==> src/rtl/keypad_scanner.sv <==
// 4x4 keypad matrix scanner: drives one-hot column strobes, synchronises the rows,
// debounces press and release, and emits one key_valid pulse per physical press.
module keypad_scanner #(
   parameter int SCAN_CYCLES  = 4,
   parameter int DEBOUNCE_CNT = 3
) (
   input  logic       clk,
   input  logic       rst,
   input  logic [3:0] row,
   output logic [3:0] col,
   output logic       key_valid,
   output logic [3:0] key_code,
   output logic       key_held
);

   localparam int DW = $clog2(SCAN_CYCLES + 1);
   localparam int BW = $clog2(DEBOUNCE_CNT + 1);
   localparam logic [DW-1:0] DWELL_LAST    = DW'(SCAN_CYCLES - 1);
   localparam logic [BW-1:0] DEB_TARGET    = BW'(DEBOUNCE_CNT);
   localparam logic [BW-1:0] CNT_ONE       = BW'(1);
   localparam bit            DIRECT_ACCEPT = (DEBOUNCE_CNT == 1);

   typedef enum logic [1:0] {
      SCAN     = 2'd0,
      DEBOUNCE = 2'd1,
      HELD     = 2'd2
   } state_t;

   state_t        state, state_nx;
   logic [3:0]    row_m, row_s;
   logic [DW-1:0] dwell, dwell_nx;
   logic [BW-1:0] deb_cnt, deb_nx;
   logic [BW-1:0] rel_cnt, rel_nx;
   logic [3:0]    cand, cand_nx;
   logic [3:0]    col_nx, code_nx;
   logic          valid_nx, held_nx;

   function automatic logic [3:0] decode(input logic [3:0] c, input logic [3:0] r);
      case ({c, r})
         8'b1000_1000: decode = 4'd1;
         8'b1000_0100: decode = 4'd4;
         8'b1000_0010: decode = 4'd7;
         8'b1000_0001: decode = 4'd14;
         8'b0100_1000: decode = 4'd2;
         8'b0100_0100: decode = 4'd5;
         8'b0100_0010: decode = 4'd8;
         8'b0100_0001: decode = 4'd0;
         8'b0010_1000: decode = 4'd3;
         8'b0010_0100: decode = 4'd6;
         8'b0010_0010: decode = 4'd9;
         8'b0010_0001: decode = 4'd15;
         8'b0001_1000: decode = 4'd10;
         8'b0001_0100: decode = 4'd11;
         8'b0001_0010: decode = 4'd12;
         8'b0001_0001: decode = 4'd13;
         default:      decode = 4'd0;
      endcase
   endfunction

   // Multi-bit rows are ghosting or multi-press and must never start a debounce.
   function automatic logic is_single(input logic [3:0] r);
      is_single = (r != 4'd0) && ((r & (r - 4'd1)) == 4'd0);
   endfunction

   always_comb begin
      // NOTE: every output of this block gets a default first so no path infers a latch.
      state_nx = state;
      col_nx   = col;
      dwell_nx = dwell;
      deb_nx   = deb_cnt;
      rel_nx   = rel_cnt;
      cand_nx  = cand;
      code_nx  = key_code;
      valid_nx = 1'b0;
      held_nx  = 1'b0;
      unique case (state)
         SCAN: begin
            if (dwell == DWELL_LAST) begin
               dwell_nx = '0;
               if (is_single(row_s)) begin
                  cand_nx = row_s;
                  deb_nx  = CNT_ONE;
                  if (DIRECT_ACCEPT) begin
                     state_nx = HELD;
                     valid_nx = 1'b1;
                     held_nx  = 1'b1;
                     code_nx  = decode(col, row_s);
                     rel_nx   = '0;
                  end else begin
                     state_nx = DEBOUNCE;
                  end
               end else begin
                  col_nx = {col[0], col[3:1]};
               end
            end else begin
               dwell_nx = dwell + 1'b1;
            end
         end
         DEBOUNCE: begin
            if (row_s == cand) begin
               deb_nx = deb_cnt + CNT_ONE;
               if (deb_cnt + CNT_ONE == DEB_TARGET) begin
                  state_nx = HELD;
                  valid_nx = 1'b1;
                  held_nx  = 1'b1;
                  code_nx  = decode(col, cand);
                  rel_nx   = '0;
               end
            end else begin
               state_nx = SCAN;
               col_nx   = {col[0], col[3:1]};
               dwell_nx = '0;
               deb_nx   = '0;
            end
         end
         HELD: begin
            held_nx = 1'b1;
            if (row_s == 4'd0) begin
               if (rel_cnt + CNT_ONE == DEB_TARGET) begin
                  state_nx = SCAN;
                  held_nx  = 1'b0;
                  col_nx   = {col[0], col[3:1]};
                  dwell_nx = '0;
                  rel_nx   = '0;
                  deb_nx   = '0;
               end else begin
                  rel_nx = rel_cnt + CNT_ONE;
               end
            end else begin
               rel_nx = '0;
            end
         end
         default: state_nx = SCAN;
      endcase
   end

   always_ff @(posedge clk) begin
      // NOTE: state registers use non-blocking assignments so every flop samples pre-edge values.
      if (rst) begin
         state     <= SCAN;
         row_m     <= 4'd0;
         row_s     <= 4'd0;
         dwell     <= '0;
         deb_cnt   <= '0;
         rel_cnt   <= '0;
         cand      <= 4'd0;
         col       <= 4'b1000;
         key_valid <= 1'b0;
         key_code  <= 4'd0;
         key_held  <= 1'b0;
      end else begin
         state     <= state_nx;
         row_m     <= row;
         row_s     <= row_m;
         dwell     <= dwell_nx;
         deb_cnt   <= deb_nx;
         rel_cnt   <= rel_nx;
         cand      <= cand_nx;
         col       <= col_nx;
         key_valid <= valid_nx;
         key_code  <= code_nx;
         key_held  <= held_nx;
      end
   end

endmodule

==> config.mk <==
export PLATFORM = sky130hd
export DESIGN_NAME = keypad_scanner
export DESIGN_NICKNAME = d
export VERILOG_FILES = /design/src/rtl/keypad_scanner.sv
export SDC_FILE = /design/constraint.sdc
export NUM_CORES = 1
export LEC_CHECK = 0
export CAP_MARGIN = 20
export CORE_ASPECT_RATIO = 2
export CORE_MARGIN = 4
export CORE_UTILIZATION = 25
export DETAILED_ROUTE_END_ITERATION = 16
export GPL_TIMING_DRIVEN = 0
export PLACE_DENSITY = 0.44
export SYNTH_ARGS = -nofsm -noshare
export SYNTH_HDL_FRONTEND = slang
export SYNTH_SLANG_ARGS = --single-unit
export TNS_END_PERCENT = 30
==> constraint.sdc <==
create_clock -name clk -period 2.55 [get_ports clk]
set_clock_uncertainty 0.1 [all_clocks]
set_input_delay 0.51 -clock clk [delete_from_list [all_inputs] [get_ports clk]]
set_output_delay 0.51 -clock clk [all_outputs]
set_load 0.01 [all_outputs]
==> qor.txt, run 1 <==
Die Footprint - 8320 sq um
drt initial violations - 97
WL met2 - 2.86 mm
total number of H-tree levels - 2
syn_nets - 219
clock slew at reported path FFs - 0.05 ns
row cnt - 42
biggest fanout along the worst timing path - 8
number of setup buffers added after CTS - 0
post-synthesis cell type count - 44
number of nets in the layout - 241
IO Port Bufs - 15
number of global-route vias before repair - 1577
sequential cell area - 621 sq um
initial core utilization - 25.9%
Arrival @ worst endpoint - 2.27 ns
average vias per placed instance - 4.89
post-synthesis area per instance - 8.27 sq um
adder-cell share of the synthesized area - 4.38%
Final setup viols - 0
TritonCTS clock tree - yes
Die Y - 125 um
vias - 1554
final number of hold-violating endpoints - 0
Non-Filler Instances - 318
global-route wire length before repair - 8.02 mm
share of final-layout standard cells stronger than drive strength 1 - 3.91%
synthesized-area fraction occupied by xor and xnor cells - 5.11%
DP Wirelength - 3.68 mm
Detail Route Antenna Nets - 0
series of cell instances along the critical path - clkbuf_2 > xor2_1 > nor3_1 > a211o_1 > or2_1 > clkbuf_1 > mux2i_1
final RePlAce weighted congestion - 0.854
multiplexer area fraction after synthesis - 4.67%
first-pass iteration count of the detailed router - 4
wire length on met1 - 1.61 mm
number of max-capacitance violations reported - 0
Least-Margin Pin Slew - 0.650 ns
routed length per placed instance - 14.8 um
later-pin clock latency in the skew report - 0.27 ns
P per Cell Area - 606 nW/um^2
Total Routed Length - 4.72 mm
pins over their slew limit - 0
Chip Width - 66.5 um
area used by multi-input combinational logic - 1000 sq um
fin crit period - 2.17 ns
Post-Route Setup TNS - 0 ns
CP Data Required Time - 2.65 ns
worst relative slew slack - 56.4%
outcome - finished, final reports clean
Fmax achieved - 461 MHz
antenna violations before repair - 0
Worst Hold Class - flop to flop
slowest library cell on the worst path - sky130_fd_sc_hd__nor3_1
Max Used Layer - met4
Longest Clk Path Bufs - 2
setup repair after global routing missed its margin - false
Synth Instances - 207
# placed instances - 310
post-cts resize count - 0
number of remaining DRC errors - 0
count of state elements after synthesis - 31
area of the core - 6620 sq um
count of hold buffers inserted by post-cts repair - 0
fill count - 768
total CTS buffers - 5
Crit path largest cell delay - 0.44 ns
fraction of the yosys area taken by sequential cells - 36.2%
number of flops mapped to enable cells by yosys - 0
Congestion Overflow GR - 0
portion of the clock cycle consumed by the worst path in the final layout - 85.1%
combined area of all synthesized cells - 1710 sq um
clock root buffer master - sky130_fd_sc_hd__clkbuf_16
clock sink count - 31
largest family of logic cells by synthesized area - simple AND/OR/NAND/NOR gates
Compound-Gate Fraction of Synth Area - 18.0%
Global Route Usage Sum - 12.8%
largest net degree at the start of global routing - 11
kind of start point of the critical path - flop
critical path type - flop to flop
Lkg Pwr - 0.810 nW
met3 layer wire length in the routed design - 116 um
Antenna Cells - 0
leading register cell type out of synthesis - sky130_fd_sc_hd__dfxtp_1
Critical Path End Type - flop
count of boundary I/O pins - 16
post-synthesis share of cell area spent on and, or, nand and nor gates - 26.2%
highest ir drop seen on vdd - 308 uV
Ys Warns - 0
layout overhead on the synthesized area - 23.2%
share of synthesized flip-flops with an asynchronous set or reset - 0%
-- path summary, 6_finish.rpt --
kind / startpoint / to / slack [ns] / cells past startpoint
setup / recovery: cand[1] / col[2] / 0.38 / 7
hold / removal: row_m[1] / row_s[1] / 0.33 / 1
setup reg to reg: cand[1] / col[2] / 0.38 / 7
hold reg to reg: row_m[1] / row_s[1] / 0.33 / 1
-- critical path: cells and delay by family (launching register included) --
kind	cells	cell delay, ns
AND/OR/NAND/NOR	2	0.58
XOR/XNOR	1	0.17
buffers and inverters	2	0.37
multiplexers	1	0.21
flip-flops	1	0.29
AO/OA/AOI/OAI	1	0.37
-- logic make-up after synthesis --
group | count (synthesis)
buffers and inverters | 24
multiplexers | 8
adder cells (fa/ha/maj) | 6
AND/OR/NAND/NOR | 83
AO/OA/AOI/OAI | 45
XOR/XNOR | 10
flip-flops | 31
-- final cells by class --
cell class	instances	share of cell area, %
Buffer	13	2.37
Clock buffer	7	6.28
Clock inverter	1	0.237
Inverter	11	1.96
Multi-Input combinational cell	152	47.4
Sequential cell	31	29.4
Tap cell	88	5.22
Timing Repair Buffer	15	7.11
-- where the power goes --
group | switching [mW] | total, mW | internal (mW)
clock network | 0.198 | 0.557 | 0.360
registers | 0.0170 | 0.526 | 0.509
logic | 0.114 | 0.196 | 0.0817
-- synthesized netlist by cell type (all sizes together), types with 6 or more instances --
cell type	instances	area (sq um)
nor2	17	63.8
inv	11	41.3
nor3	8	45.0
xor2	8	70.1
o21ai	11	55.1
dfxtp	31	621
nand2	14	52.6
nor2b	19	119
mux2i	8	80.1
clkbuf	12	46.3
ha	6	75.1
a21oi	7	35.0
-- layout by cell type (no fill, tap or decap), types with 2 or more instances in the layout --
cell,instances
sky130_fd_sc_hd__a211o_1,2
sky130_fd_sc_hd__a211oi_1,3
sky130_fd_sc_hd__a21oi_1,7
sky130_fd_sc_hd__a22oi_1,2
sky130_fd_sc_hd__a311oi_1,4
sky130_fd_sc_hd__a31oi_1,3
sky130_fd_sc_hd__clkbuf_1,13
sky130_fd_sc_hd__clkbuf_16,5
sky130_fd_sc_hd__clkdlybuf4s50_1,15
sky130_fd_sc_hd__dfxtp_1,31
sky130_fd_sc_hd__ha_1,6
sky130_fd_sc_hd__inv_1,11
sky130_fd_sc_hd__mux2i_1,8
sky130_fd_sc_hd__nand2_1,14
sky130_fd_sc_hd__nand3_1,5
sky130_fd_sc_hd__nand3b_1,2
sky130_fd_sc_hd__nor2_1,17
sky130_fd_sc_hd__nor2b_1,19
sky130_fd_sc_hd__nor3_1,7
sky130_fd_sc_hd__nor4_1,5
sky130_fd_sc_hd__o211a_1,2
sky130_fd_sc_hd__o211ai_1,3
sky130_fd_sc_hd__o21ai_0,11
sky130_fd_sc_hd__or3_1,3
sky130_fd_sc_hd__or4_1,2
sky130_fd_sc_hd__xnor2_1,2
sky130_fd_sc_hd__xor2_1,8
-- state kept, by name (all words and copies together) (netlist names) --
register   count
deb_cnt        2
col            4
rel_cnt        2
row_s          4
key_code       4
state          2
row_m          4
key_held       1
key_valid      1
dwell          3
cand           4
-- metrics by stage --
step	area (sq um)	hold WS [ns]	setup slack (ns)	total power, mW	utilization, %
final	2110	0.331	0.380	1.28	31.9
after global routing	2110	0.355	0.126	1.35	31.9
after CTS	2110	0.332	0.361	1.30	31.9
after detailed placement	1970	0.320	0.370	0.733	29.8
after global placement	1970	0.317	0.366	0.731	29.8
after floorplan	1710	0.314	0.645	0.666	-
-- layer usage --
metal  track usage, %  vias to the layer above
li1                 -                      780
met1             12.0                      739
met2             24.3                       26
met3             2.51                        9
met4             7.31                        0
met5                0                        -
Note: power is estimated with default switching activity, not from simulation.
==> run 2, diff against run 1 <==
--- a/config.mk
+++ b/config.mk
@@ -11,4 +11,4 @@
 export CORE_UTILIZATION = 25
+export CTS_CLUSTER_SIZE = 20
 export DETAILED_ROUTE_END_ITERATION = 16
-export GPL_TIMING_DRIVEN = 0
 export PLACE_DENSITY = 0.44
--- a/constraint.sdc
+++ b/constraint.sdc
@@ -4,2 +4,2 @@
 set_output_delay 0.51 -clock clk [all_outputs]
-set_load 0.01 [all_outputs]
+set_load 0.005 [all_outputs]
==> run 2 against run 1 <==
Against the previous run:
- first-iteration DRC count up 10%
- sequential share of layout area shrank 0.087 points
- critical path depth down 2
- critical endpoint is now key_code[1]
- non-clock buffer count down 8
==> qor.txt, run 2 (synthesis gave the netlist of run 1 again) <==
outcome - finished, final reports clean
sequential cell area - 621 sq um
Detail Route Antenna Nets - 0
DP Wirelength - 3.58 mm
layout overhead on the synthesized area - 23.6%
Die Footprint - 8320 sq um
final RePlAce weighted congestion - 0.827
cell family with most CP delay - simple AND/OR/NAND/NOR gates
setup repair after global routing missed its margin - false
clock slew at reported path FFs - 0.05 ns
area used by multi-input combinational logic - 1000 sq um
worst relative slew slack - 59.4%
number of setup buffers added after CTS - 0
Worst Hold Class - flop to flop
count of boundary I/O pins - 16
number of remaining DRC errors - 0
kind of start point of the critical path - flop
Global Route Usage Sum - 12.6%
P per Cell Area - 630 nW/um^2
count of hold buffers inserted by post-cts repair - 0
IO Port Bufs - 15
number of global-route vias before repair - 1543
# placed instances - 302
leading cell type in the layout, fill and taps excluded - sky130_fd_sc_hd__dfxtp_1
overall power - 1.33 mW
pins over their slew limit - 0
fill count - 731
Die Y - 125 um
slowest library cell on the worst path - sky130_fd_sc_hd__nor3_1
total number of H-tree levels - 2
portion of the clock cycle consumed by the worst path in the final layout - 84.0%
Longest Clk Path Bufs - 2
series of cell instances along the critical path - xor2_1 > nor3_1 > nand3_1 > a221oi_1 > nor3_1
count of buffer and inverter cells on the critical path - 0
Final setup viols - 0
Congestion Overflow GR - 0
commonest cells after routing, fill and taps aside - sky130_fd_sc_hd__dfxtp_1 (31), sky130_fd_sc_hd__nor2b_1 (19), sky130_fd_sc_hd__nor2_1 (17)
drt initial violations - 107
Least-Margin Pin Slew - 0.605 ns
routed length per placed instance - 15.1 um
worst r2r path cells - 5
Total Routed Length - 4.68 mm
Post-Route Setup TNS - 0 ns
number of max-capacitance violations reported - 0
global-route wire length before repair - 7.80 mm
total CTS buffers - 5
clock root buffer master - sky130_fd_sc_hd__clkbuf_16
biggest fanout along the worst timing path - 7
antenna violations before repair - 0
Non-Filler Instances - 310
Critical Path End Type - flop
Crit path largest cell delay - 0.51 ns
highest ir drop seen on vdd - 315 uV
initial core utilization - 25.9%
Antenna Cells - 0
Chip Width - 66.5 um
Worst Hold Slack - 0.331 ns
first-pass iteration count of the detailed router - 4
clock sink count - 31
later-pin clock latency in the skew report - 0.28 ns
CP Data Required Time - 2.60 ns
final number of hold-violating endpoints - 0
Lkg Pwr - 0.828 nW
vias - 1536
fin crit period - 2.14 ns
post-cts resize count - 0
most numerous cell on the critical path - sky130_fd_sc_hd__nor3_1
number of nets in the layout - 233
row cnt - 42
number of cells on the critical path - 5
largest net degree at the start of global routing - 18
TritonCTS clock tree - yes
Arrival @ worst endpoint - 2.19 ns
average vias per placed instance - 4.95
critical path type - flop to flop
Fmax achieved - 467 MHz
share of final-layout standard cells stronger than drive strength 1 - 6.31%
area of the core - 6620 sq um
Min-Delay Path Depth - 1
run 2: changes by cell type in the layout (fill, tap and decap cells not counted), sizes merged:
| cell | before | now |
|---|---|---|
| clkbuf | 19 | 8 |
| buf | 1 | 5 |
| clkinv | 1 | 0 |
run 2: path summary, 6_finish.rpt:
check                      to  startpoint  slack [ns]
setup / recovery  key_code[1]    row_s[2]        0.41
setup reg to reg  key_code[1]    row_s[2]        0.41
hold / removal       row_s[0]    row_m[0]        0.33
hold reg to reg      row_s[0]    row_m[0]        0.33
run 2: power breakdown:
group	switching, mW	leakage, nW	internal (mW)
registers	0.0344	0.252	0.509
logic	0.0916	0.498	0.0790
clock network	0.204	0.0772	0.415
run 2: routing by layer:
layer	GRT usage, %	part of all wire (%)
met1	11.6	35
met2	23.8	59
met3	2.15	2.2
met4	7.78	4.1
met5	0	0
run 2: metrics by stage:
| step | util, % | setup WS (ns) | instance area [sq um] |
|---|---|---|---|
| 2_1_floorplan | - | 0.645 | 1710 |
| 3_5_place_dp | 29.6 | 0.347 | 1960 |
| 3_3_place_gp | 29.6 | 0.303 | 1960 |
| 6_report | 32.0 | 0.409 | 2120 |
| 5_1_grt | 32.0 | 0.189 | 2120 |
| 4_1_cts | 32.0 | 0.340 | 2120 |
run 2: final cells by class:
cell class / count / area share [%]
Multi-Input combinational cell: 152 / 47.3
Sequential cell: 31 / 29.3
Timing Repair Buffer: 20 / 8.87
Clock buffer: 8 / 7.39
Tap cell: 88 / 5.20
Inverter: 11 / 1.95
==> run 3, diff against run 2 <==
PLACE_DENSITY = 0.46   (was 0.44)
clock period = 1.8 ns   (was 2.55 ns; I/O delays follow)
==> run 3 against run 2 <==
Against the previous run:
- highest routed layer unchanged
- clock power up 60%
- flip-flop and latch count unchanged
- the flow now finishes with violations (negative setup slack)
- total power up 64%
- critical path type unchanged
- worst setup slack worse by 0.53 ns
- first-iteration DRC count down 23%
- design area up 25%
==> qor.txt, run 3 (synthesis gave the netlist of run 1 again) <==
drt initial violations - 82
Global Route Usage Sum - 13.5%
Reg2Reg Capture Point - dwell[1]
P per Cell Area - 828 nW/um^2
pins over their slew limit - 0
Arrival @ worst endpoint - 2.04 ns
Min-Delay Path Depth - 1
Worst Hold Slack - 0.332 ns
worst r2r path cells - 6
Fmax achieved - 521 MHz
Die Y - 125 um
number of nets in the layout - 275
Least-Margin Pin Slew - 0.355 ns
reg-to-reg slack, setup - -0.12 ns
Total Routed Length - 5.16 mm
fill count - 722
Post-Route Setup TNS - -0.305 ns
antenna violations before repair - 0
largest net degree at the start of global routing - 16
number of global-route vias before repair - 1718
critical path type - flop to flop
number of remaining DRC errors - 0
vias - 1685
launching element of the worst setup path - row_s[0]
total CTS buffers - 5
Worst R2R Start - row_s[0]
fin crit period - 1.92 ns
count of hold buffers inserted by post-cts repair - 0
total number of H-tree levels - 2
layout overhead on the synthesized area - 53.9%
average vias per placed instance - 4.79
count of boundary I/O pins - 16
worst relative slew slack - 76.2%
Chip Width - 66.5 um
Antenna Cells - 0
DP Wirelength - 3.94 mm
kind of start point of the critical path - flop
routed length per placed instance - 14.7 um
Hold Crit Start - row_m[1]
# placed instances - 343
placement-stage cell area - 2300 sq um
area of the core - 6620 sq um
Longest Clk Path Bufs - 2
setup repair after global routing missed its margin - true
Non-Filler Instances - 352
global-route wire length before repair - 8.47 mm
row cnt - 42
clock slew at reported path FFs - 0.05 ns
Congestion Overflow GR - 0
Detail Route Antenna Nets - 0
capture endpoint of the worst hold path - row_s[1]
clock root buffer master - sky130_fd_sc_hd__clkbuf_16
Die Footprint - 8320 sq um
Critical Path End Type - flop
leading cell type in the layout, fill and taps excluded - sky130_fd_sc_hd__buf_4
initial core utilization - 25.9%
final number of hold-violating endpoints - 0
outcome - finished with violations
later-pin clock latency in the skew report - 0.28 ns
final cell area excluding filler cells - 2640 sq um
biggest fanout along the worst timing path - 5
slack of the critical path - -0.120 ns
commonest cells after routing, fill and taps aside - sky130_fd_sc_hd__buf_4 (43), sky130_fd_sc_hd__dfxtp_1 (23), sky130_fd_sc_hd__nor2b_1 (17), sky130_fd_sc_hd__nor2_1 (17), sky130_fd_sc_hd__clkdlybuf4s50_1 (15)
first-pass iteration count of the detailed router - 4
final RePlAce weighted congestion - 0.875
share of final-layout standard cells stronger than drive strength 1 - 35.2%
number of max-capacitance violations reported - 0
Lkg Pwr - 1.09 nW
Final setup viols - 4
violations in the final reports - negative setup slack
highest ir drop seen on vdd - 659 uV
portion of the clock cycle consumed by the worst path in the final layout - 107%
TritonCTS clock tree - yes
Worst Hold Class - flop to flop
IO Port Bufs - 15
overall power - 2.18 mW
clock sink count - 31
CP Data Required Time - 1.92 ns
## run 3: cell types whose count changed in the layout (fill, tap and decap cells not counted), sizes merged
cell / delta
bufinv: +1
clkinv: +1
clkbuf: -2
buf: +42
## run 3: final cells by class
cell class              count  area (sq um)  area share, %
multi-input cells         152          1150           43.6
flip-flops and latches     31           636           24.1
repair buffers             62           527           20.0
clock buffers               6           139           5.27
well taps                  88           110           4.18
inverters                  11          41.3           1.57
clock inverters             2          35.0           1.33
## run 3: per-stage QoR
stage	setup slack [ns]	utilization, %
floorplan	0.00443	-
global placement	-0.217	34.7
detailed placement	-0.225	34.7
CTS	-0.112	38.1
global route	-0.180	39.8
finish	-0.120	39.8
## run 3: where the power goes
part           total (mW)  internal (mW)  leakage (nW)  switching [mW]
Sequential          0.750          0.722         0.256          0.0278
Clock               0.993          0.687        0.0868           0.306
Combinational       0.441          0.244         0.744           0.197
## run 3: how the worst max path moves through the flow
stage / endpoint / slack, ns
global placement: dwell[1] / -0.22
finish: dwell[1] / -0.12
CTS: dwell[1] / -0.11
floorplan: col[0] / 0.004
detailed placement: dwell[1] / -0.22
global route: dwell[1] / -0.18
## run 3: repair_timing
action,in CTS,in global routing
setup endpoints to repair,15,22
setup buffers,2,0
pin swaps,6,13
gates resized for setup,11,28
hold endpoints to repair,0,0
## run 3: layer usage
metal | share of wire [%] | vias to the layer above | global-route usage [%]
li1 | - | 843 | -
met1 | 34 | 807 | 12.6
met2 | 61 | 24 | 25.7
met3 | 2.2 | 11 | 2.69
met4 | 3.2 | 0 | 7.31
met5 | 0 | - | 0
## run 3: worst max-delay path, stage by stage, from the launching register on
cell and delay, ns:
sky130_fd_sc_hd__dfxtp_2 0.36, sky130_fd_sc_hd__xnor2_1 0.17, sky130_fd_sc_hd__and2_4 0.18, sky130_fd_sc_hd__a211o_1 0.32, sky130_fd_sc_hd__buf_6 0.13, sky130_fd_sc_hd__or4b_4 0.48, sky130_fd_sc_hd__a21oi_2 0.13
